File: src/rtl/mult_share_arbiter_if.sv
// Requester-side bus of the shared multiplier: packed per-requester operand
// lanes, per-requester valid/ready on both directions, one shared result bus.
interface mult_share_arbiter_if #(
  parameter int BITWIDTH = 32,
  parameter int NREQ     = 4
);
  logic [NREQ-1:0]          req_valid;
  logic [NREQ-1:0]          req_ready;
  logic [NREQ*BITWIDTH-1:0] req_a;
  logic [NREQ*BITWIDTH-1:0] req_b;
  logic [NREQ-1:0]          rsp_valid;
  logic [NREQ-1:0]          rsp_ready;
  logic [2*BITWIDTH-1:0]    rsp_y;

  modport master (
    output req_valid, req_a, req_b, rsp_ready,
    input  req_ready, rsp_valid, rsp_y
  );

  modport slave (
    input  req_valid, req_a, req_b, rsp_ready,
    output req_ready, rsp_valid, rsp_y
  );
endinterface

File: src/rtl/mult_share_arbiter.sv
// Round-robin time-sharing of one combinational BITWIDTH x BITWIDTH multiplier
// among NREQ requesters, with registered operands and a held product.
module multiply #(
  parameter int BITWIDTH = 32
) (
  input  logic [BITWIDTH-1:0]   a,
  input  logic [BITWIDTH-1:0]   b,
  output logic [2*BITWIDTH-1:0] y
);
  assign y = {{BITWIDTH{1'b0}}, a} * {{BITWIDTH{1'b0}}, b};
endmodule

module mult_share_arbiter #(
  parameter int BITWIDTH = 32,
  parameter int NREQ     = 4
) (
  input  logic                 clk,
  input  logic                 rst,
  mult_share_arbiter_if.slave  bus,
  output logic                 busy
);
  localparam int IW = (NREQ > 1) ? $clog2(NREQ) : 1;

  typedef enum logic [1:0] {IDLE, EXEC, RESP} state_t;

  state_t                state_q;
  logic [BITWIDTH-1:0]   op_a_q, op_b_q;
  logic [IW-1:0]         owner_q, rr_ptr_q;
  logic [2*BITWIDTH-1:0] prod_q, prod_d;
  logic [NREQ-1:0]       rsp_valid_q;
  logic                  busy_q;

  logic                  grant_vld, grant_win, take;
  logic [IW-1:0]         grant_idx;

  // Search starts just past the last grant, so the previous winner is last.
  // NOTE: every always_comb output gets a default first so no latch is inferred.
  always_comb begin
    grant_vld = 1'b0;
    grant_idx = '0;
    for (int k = 1; k <= NREQ; k++) begin
      if (!grant_vld && bus.req_valid[(int'(rr_ptr_q) + k) % NREQ]) begin
        grant_vld = 1'b1;
        grant_idx = IW'((int'(rr_ptr_q) + k) % NREQ);
      end
    end
  end

  assign grant_win     = (state_q == IDLE) || ((state_q == RESP) && bus.rsp_ready[owner_q]);
  assign take          = grant_win && grant_vld;
  assign bus.req_ready = take ? (NREQ'(1) << grant_idx) : '0;

  // The multiplier sees only the registered operands.
  multiply #(.BITWIDTH(BITWIDTH)) u_multiply (
    .a (op_a_q),
    .b (op_b_q),
    .y (prod_d)
  );

  // NOTE: sequential state uses non-blocking assignments only; reset is
  // asynchronous and drops any in-flight transaction.
  always_ff @(posedge clk or posedge rst) begin
    if (rst) begin
      state_q     <= IDLE;
      op_a_q      <= '0;
      op_b_q      <= '0;
      owner_q     <= '0;
      rr_ptr_q    <= IW'(NREQ - 1);
      prod_q      <= '0;
      rsp_valid_q <= '0;
      busy_q      <= 1'b0;
    end else if (take) begin
      op_a_q      <= bus.req_a[grant_idx*BITWIDTH +: BITWIDTH];
      op_b_q      <= bus.req_b[grant_idx*BITWIDTH +: BITWIDTH];
      owner_q     <= grant_idx;
      rr_ptr_q    <= grant_idx;
      state_q     <= EXEC;
      rsp_valid_q <= '0;
      busy_q      <= 1'b1;
    end else begin
      unique case (state_q)
        EXEC: begin
          prod_q      <= prod_d;
          state_q     <= RESP;
          rsp_valid_q <= NREQ'(1) << owner_q;
        end
        RESP: begin
          if (bus.rsp_ready[owner_q]) begin
            state_q     <= IDLE;
            rsp_valid_q <= '0;
            busy_q      <= 1'b0;
          end
        end
        default: begin
          state_q <= IDLE;
        end
      endcase
    end
  end

  assign bus.rsp_valid = rsp_valid_q;
  assign bus.rsp_y     = prod_q;
  assign busy          = busy_q;
endmodule

File: src/flat_wrapper.sv
// flat-port wrapper written by rule: the top's interface ports become plain ports
module mult_share_arbiter_flat 
#(
  parameter int BITWIDTH = 32,
  parameter int NREQ     = 4
)
  (clk, rst, busy, bus_req_valid, bus_req_a, bus_req_b, bus_rsp_ready, bus_req_ready, bus_rsp_valid, bus_rsp_y);
  mult_share_arbiter_if #(.BITWIDTH(BITWIDTH), .NREQ(NREQ)) bus_i ();
  input  logic clk;
  input  logic rst;
  output logic busy;
  input wire logic [$bits(bus_i.req_valid)-1:0] bus_req_valid;
  input wire logic [$bits(bus_i.req_a)-1:0] bus_req_a;
  input wire logic [$bits(bus_i.req_b)-1:0] bus_req_b;
  input wire logic [$bits(bus_i.rsp_ready)-1:0] bus_rsp_ready;
  output wire logic [$bits(bus_i.req_ready)-1:0] bus_req_ready;
  output wire logic [$bits(bus_i.rsp_valid)-1:0] bus_rsp_valid;
  output wire logic [$bits(bus_i.rsp_y)-1:0] bus_rsp_y;
  assign bus_i.req_valid = bus_req_valid;
  assign bus_i.req_a = bus_req_a;
  assign bus_i.req_b = bus_req_b;
  assign bus_i.rsp_ready = bus_rsp_ready;
  assign bus_req_ready = bus_i.req_ready;
  assign bus_rsp_valid = bus_i.rsp_valid;
  assign bus_rsp_y = bus_i.rsp_y;
  mult_share_arbiter #(.BITWIDTH(BITWIDTH), .NREQ(NREQ)) u_core (.clk(clk), .rst(rst), .bus(bus_i), .busy(busy));
endmodule
File: config.mk
export PLATFORM = sky130hd
export DESIGN_NAME = mult_share_arbiter_flat
export DESIGN_NICKNAME = d
export VERILOG_FILES = /design/src/rtl/mult_share_arbiter_if.sv /design/src/rtl/mult_share_arbiter.sv /design/src/flat_wrapper.sv
export SDC_FILE = /design/constraint.sdc
export NUM_CORES = 2
export LEC_CHECK = 0
export BUFFER_PORTS_ARGS = -buffer_cell sky130_fd_sc_hd__buf_2
export CAP_MARGIN = 40
export CELL_PAD_IN_SITES_DETAIL_PLACEMENT = 1
export CELL_PAD_IN_SITES_GLOBAL_PLACEMENT = 1
export CORE_MARGIN = 1
export CORE_UTILIZATION = 52
export CTS_CLUSTER_DIAMETER = 100
export DETAILED_ROUTE_END_ITERATION = 7
export PLACE_DENSITY_LB_ADDON = 0.1
export SLEW_MARGIN = 20
export SYNTH_ARGS = -nofsm -noshare
export SYNTH_HDL_FRONTEND = slang
export SYNTH_SLANG_ARGS = --single-unit
File: constraint.sdc
create_clock -name clk -period 14.1 [get_ports clk]
set_clock_uncertainty 0.05 [all_clocks]
set_input_delay 2.115 -clock clk [delete_from_list [all_inputs] [get_ports clk]]
set_output_delay 2.115 -clock clk [all_outputs]
set_load 0.05 [all_outputs]
# Word-level counts from Yosys, hierarchy flattened
# Index checks and enable logic that the tools add are counted.
# Widths: inputs -> output; s select.
# word_totals
ff_bits	139
out_inout_bits	73
# op_classes
addsub	4
multipliers	1
magnitude_cmp	5
eq_ne	3
n_shift	4
n_mux	32
bitwise_logic	5
n_reduce_logical	20
# op_table
op	count
$shiftx 128x8->32	2
$mul 32x32->64	1
$lt 3x4->1 const B	4
$mux 1	16
$mux 2	6
$mux 4	3
$bmux 1 s2	5
$pmux 4 s2	1
$reduce_or 2->1	4
$shl 1x2->4 const A	2
$reduce_and 2->1	3
$logic_and 1x1->1	5
$add 2x1->2 const B	2
$add 2x2->2 const B	2
$and 1x1->1 const A	4
$pmux 2 s2	1
$reduce_bool 2->1	2
$logic_not 1->1	3
$lt 2x3->1 const B	1
$ne 3x2->1 const B	1
$reduce_bool 3->1	1
$eq 2x1->1 const B	1
$eq 2x2->1 const B	1
$logic_not 2->1	1
2 further kinds	2

# Longest topological paths before layout
# depth
ltp_word	19
mapped_depth	27

# Cells and area by module
# Synthesis repeated with hierarchy kept, for this count alone.
# hier_totals
hier_cells	4496
hier_area_um2	40552.6
# by_module_without_submodules
module	instances	cells_each	area_per_inst_um2	seq_area_each_um2
multiply	1	3696	33362.0	0.0
mult_share_arbiter	1	800	7190.6	3480.8

# Worst setup path after synthesis
# Ideal clock, no wire load.
# synth_timing
path_kind	register to register
startpoint	register u_core.op_b_q[2]
endpoint	register u_core.prod_q[61], in the netlist u_core.bus.rsp_y[61]
setup_ns	0.104
arrival_time_ns	7.291
required_ns	13.946
setup_slack_ns	6.655
path_stages_with_launch	26
period_less_slack_ns	7.445
path_cell_list	dfrtp_1 -> clkbuf_1 -> and2_1 -> fa_1 -> inv_1 -> fa_1 -> fa_1 -> fa_1 -> inv_1 -> fa_1 -> inv_1 -> fa_1 -> inv_1 -> fa_1 -> fa_1 -> ha_1 -> buf_2 -> nand4_2 -> or4_4 -> or2_1 -> nor4_2 -> nor3_1 -> or4_4 -> a211oi_2 -> o21ai_1 -> o311ai_1
# synth_via
elab_chain_len	1
# synth_rtl
item	line	rtl
start: declaration	mult_share_arbiter.sv:27	logic [BITWIDTH-1:0] op_a_q, op_b_q;
start signal: assignment	mult_share_arbiter.sv:74	op_b_q <= bus.req_b[grant_idx*BITWIDTH +: BITWIDTH];
$mul 32x32->64	mult_share_arbiter.sv:10	assign y = {{BITWIDTH{1'b0}}, a} * {{BITWIDTH{1'b0}}, b};
end signal: assignment	mult_share_arbiter.sv:83	prod_q <= prod_d;
end: declaration	mult_share_arbiter.sv:29	logic [2*BITWIDTH-1:0] prod_q, prod_d;
# No other way between the ends.
# A chain may end at the register's enable or synchronous reset.

# Worst setup path after layout
# layout_timing
startpoint	register u_core.op_a_q[29]
endpoint	register u_core.prod_q[56], in the netlist u_core.bus.rsp_y[56]
# layout_via
elab_chain_len	1
# layout_rtl
item	line	rtl
start: declaration	mult_share_arbiter.sv:27	
start signal: assignment	mult_share_arbiter.sv:73	op_a_q <= bus.req_a[grant_idx*BITWIDTH +: BITWIDTH];
$mul 32x32->64	mult_share_arbiter.sv:10	
# No other way between the ends.

==> results.toml <==
[run_status]
outcome = "finished clean"

[clock_tree]
cts.path.max_buffers = 2
cts_setup_buffers = 0
cts-root-buf = "clkbuf_16"
clk_latency_ns = 0.48
clkTransAtPathRegs_ns = 0.08
htree_levels = 4
cts_buffers = 17
ctsResizeCount = 0
cts_sinks = 139
cts_hold_buf = 0
cts_tree = "done"

[timing]
finalSetupViolCount = 0
report.final.slew_viol_count = 0
fin_tns_setup_ns = 0
finalHoldViolations = 0
finalCritPeriodShare_pct = 64.1
slew_headroom_pct = 37.3
tightest_slew_ns = 0.941
rsz0062_at_grt = "false"
period_minus_slack_ns = 9.03
fmax_mhz = 111

[drt]
drtPass1Iterations = 8
first_iter_violations = 1935
wl_per_cell_microns = 23.7
final_antenna_net_count = 0
viasPerCell = 5.61
drc = 0
vias = 32800
totalWireLength_microns = 139000

[critical_path]
cp-end-kind = "register"
worst-r2r-cell-count = 23
crit_cells = 23
cpMaxStageDelayCell = "dfrtp_1"
crit_arrival_ns = 9.34
cp.required_ns = 14.41
crit_chain = "buf_4 -> nand2_1 -> fa_1 -> inv_1 -> fa_1 -> inv_1 -> fa_1 -> fa_1 -> inv_1 -> fa_1 -> fa_1 -> fa_1 -> fa_1 -> ha_1 -> and4_1 -> nand4_1 -> or3_1 -> a211oi_1 -> o21ai_0 -> a31o_2 -> a2111oi_0 -> o21ai_0 -> o311ai_0"
crit_top_cell = "fa_1"
critPathMaxFanout = 20
cp_num_buf_inv = 4
cp-start-kind = "register"
crit_path_max_incr_delay_ns = 0.90
crit_family = "adder cells"
critical_path_class = "reg -> reg"

[die]
core_area_sq_um = 76300
fp.dieH_microns = 281
initial_core_util_pct = 52.8
num_rows = 101
ios = 339
chipWidth_microns = 281
die-area_sq_um = 78700

[global_route]
antenna_found_initial = 6
grt_pass1_vias = 37200
grtUsageTotal_pct = 36.4
grt_max_degree = 107
grt_pass1_wl_microns = 214000
grt-ovfl-total = 0

[yosys]
synth_top_area_cell = "fa_1"
synth_seq_cells = 139
synth.most_common_cell = "nand2_1"
avgSynthCellArea_sq_um = 8.67
synth_top_area_share_pct = 44.5
syn_inst = 4651
synth_commonest_cells = "nand2_1 (942), fa_1 (896), inv_1 (862), and2_1 (603), clkbuf_1 (274)"
yosysUniqueCellTypes = 69
yosys_warnings = 0
async_reset_ff_share_pct = 100
synthFlopType = "dfrtp_1"
synth-seq-area-share_pct = 8.63
synth_edf_count = 0
syn_nets = 6079
synthTopCellsByArea = "fa_1 (44%), and2_1 (9.4%), nand2_1 (8.8%)"
synth_area_sq_um = 40300

[layout]
fillers = 9235
area_growth_pct = 8.37
layout.nets = 6227
layout-drive-gt1-share_pct = 10.1
fin_util_pct = 57.3

[placed_design]
place.port_buffers = 338
routabilityCongestion = 0.901
place.detailed.hpwl_microns = 108000

[worst_hold_path]
hold_path_class = "reg -> reg"
whs_path_depth = 2

[job]
maxCapViolCount = 0
layout by cell type (no fill, tap or decap), drive strengths merged, types with 17 or more instances in the layout:
cell / instances
xor2: 25
xnor2: 30
ha: 266
inv: 867
o21ai: 221
clkbuf: 17
nor2: 36
fa: 896
and2: 603
dfrtp: 137
nand3: 80
buf: 413
nand2: 943
a21oi: 68
a21o: 30
nand4: 21
kinds of logic (layout without fill, tap and decap cells):
kind of cell             after synthesis  in the layout  share of synthesized area, %
AND/OR/NAND/NOR                     1731           1731                          20.6
multiplexers                           3              3                         0.109
AO/OA/AOI/OAI                        415            415                          6.06
buffers and inverters               1146           1307                          10.7
XOR/XNOR                              55             55                          1.19
flip-flops                           139            139                          8.63
other                                  0              4                             0
adder cells (fa/ha/maj)             1162           1162                          52.7
final timing paths:
kind	startpoint	end	slack, ns
hold / removal	u_core.bus.rsp_y[44]	u_core.bus.rsp_y[44]	0.42
min in group asynchronous	rst	u_core.bus.rsp_y[47]	1.71
setup / recovery	u_core.op_a_q[29]	u_core.bus.rsp_y[56]	5.07
max in group asynchronous	rst	u_core.op_b_q[21]	11.12
hold reg to reg	u_core.bus.rsp_y[44]	u_core.bus.rsp_y[44]	0.42
setup reg to reg	u_core.op_a_q[29]	u_core.bus.rsp_y[56]	5.07
per-layer routing:
metal	global-route usage, %	share of wire (%)	vias to the layer above	wire [microns]
li1	-	-	14100	-
met3	5.31	6.0	347	8280
met1	43.2	37	17100	51200
met5	0	0.033	-	46
met2	63.2	51	1174	70800
met4	20.2	5.9	6	8220
layout make-up:
class	instances	area, sq um	share of cell area, %
inverter	862	3240	7.41
clock buffer	17	425	0.973
sequential	139	3500	8.01
antenna	4	10.0	0.0229
multi-input combinational	3366	32600	74.6
tap	1030	1290	2.95
clock inverter	15	186	0.426
timing repair buffer	413	2470	5.64
tightest hold or removal path: stages, from the launching register on:
cell	delay (ns)
dfrtp_1	0.34
nand2_1	0.05
o21ai_0	0.06
state kept, by name, indices dropped and copies added (netlist names):
name                  cells
u_core.op_b_q            32
u_core.busy               1
u_core.bus.rsp_valid      4
u_core.owner_q            2
u_core.bus.rsp_y         64
u_core.op_a_q            32
u_core.rr_ptr_q           2
u_core.state_q            2
metrics by stage:
stage	std cells	hold WS (ns)	setup slack, ns	area, sq um
floorplan	4651	0.438	6.65	40300
global placement	5796	0.406	5.50	42800
detailed placement	5800	0.415	5.14	42900
CTS	5832	0.430	5.14	43500
global route	5843	0.467	4.84	43700
finish	5846	0.424	5.07	43700
Power is not shown: default switching activity piles up to over one toggle a cycle in this logic, so the estimate is an artifact.
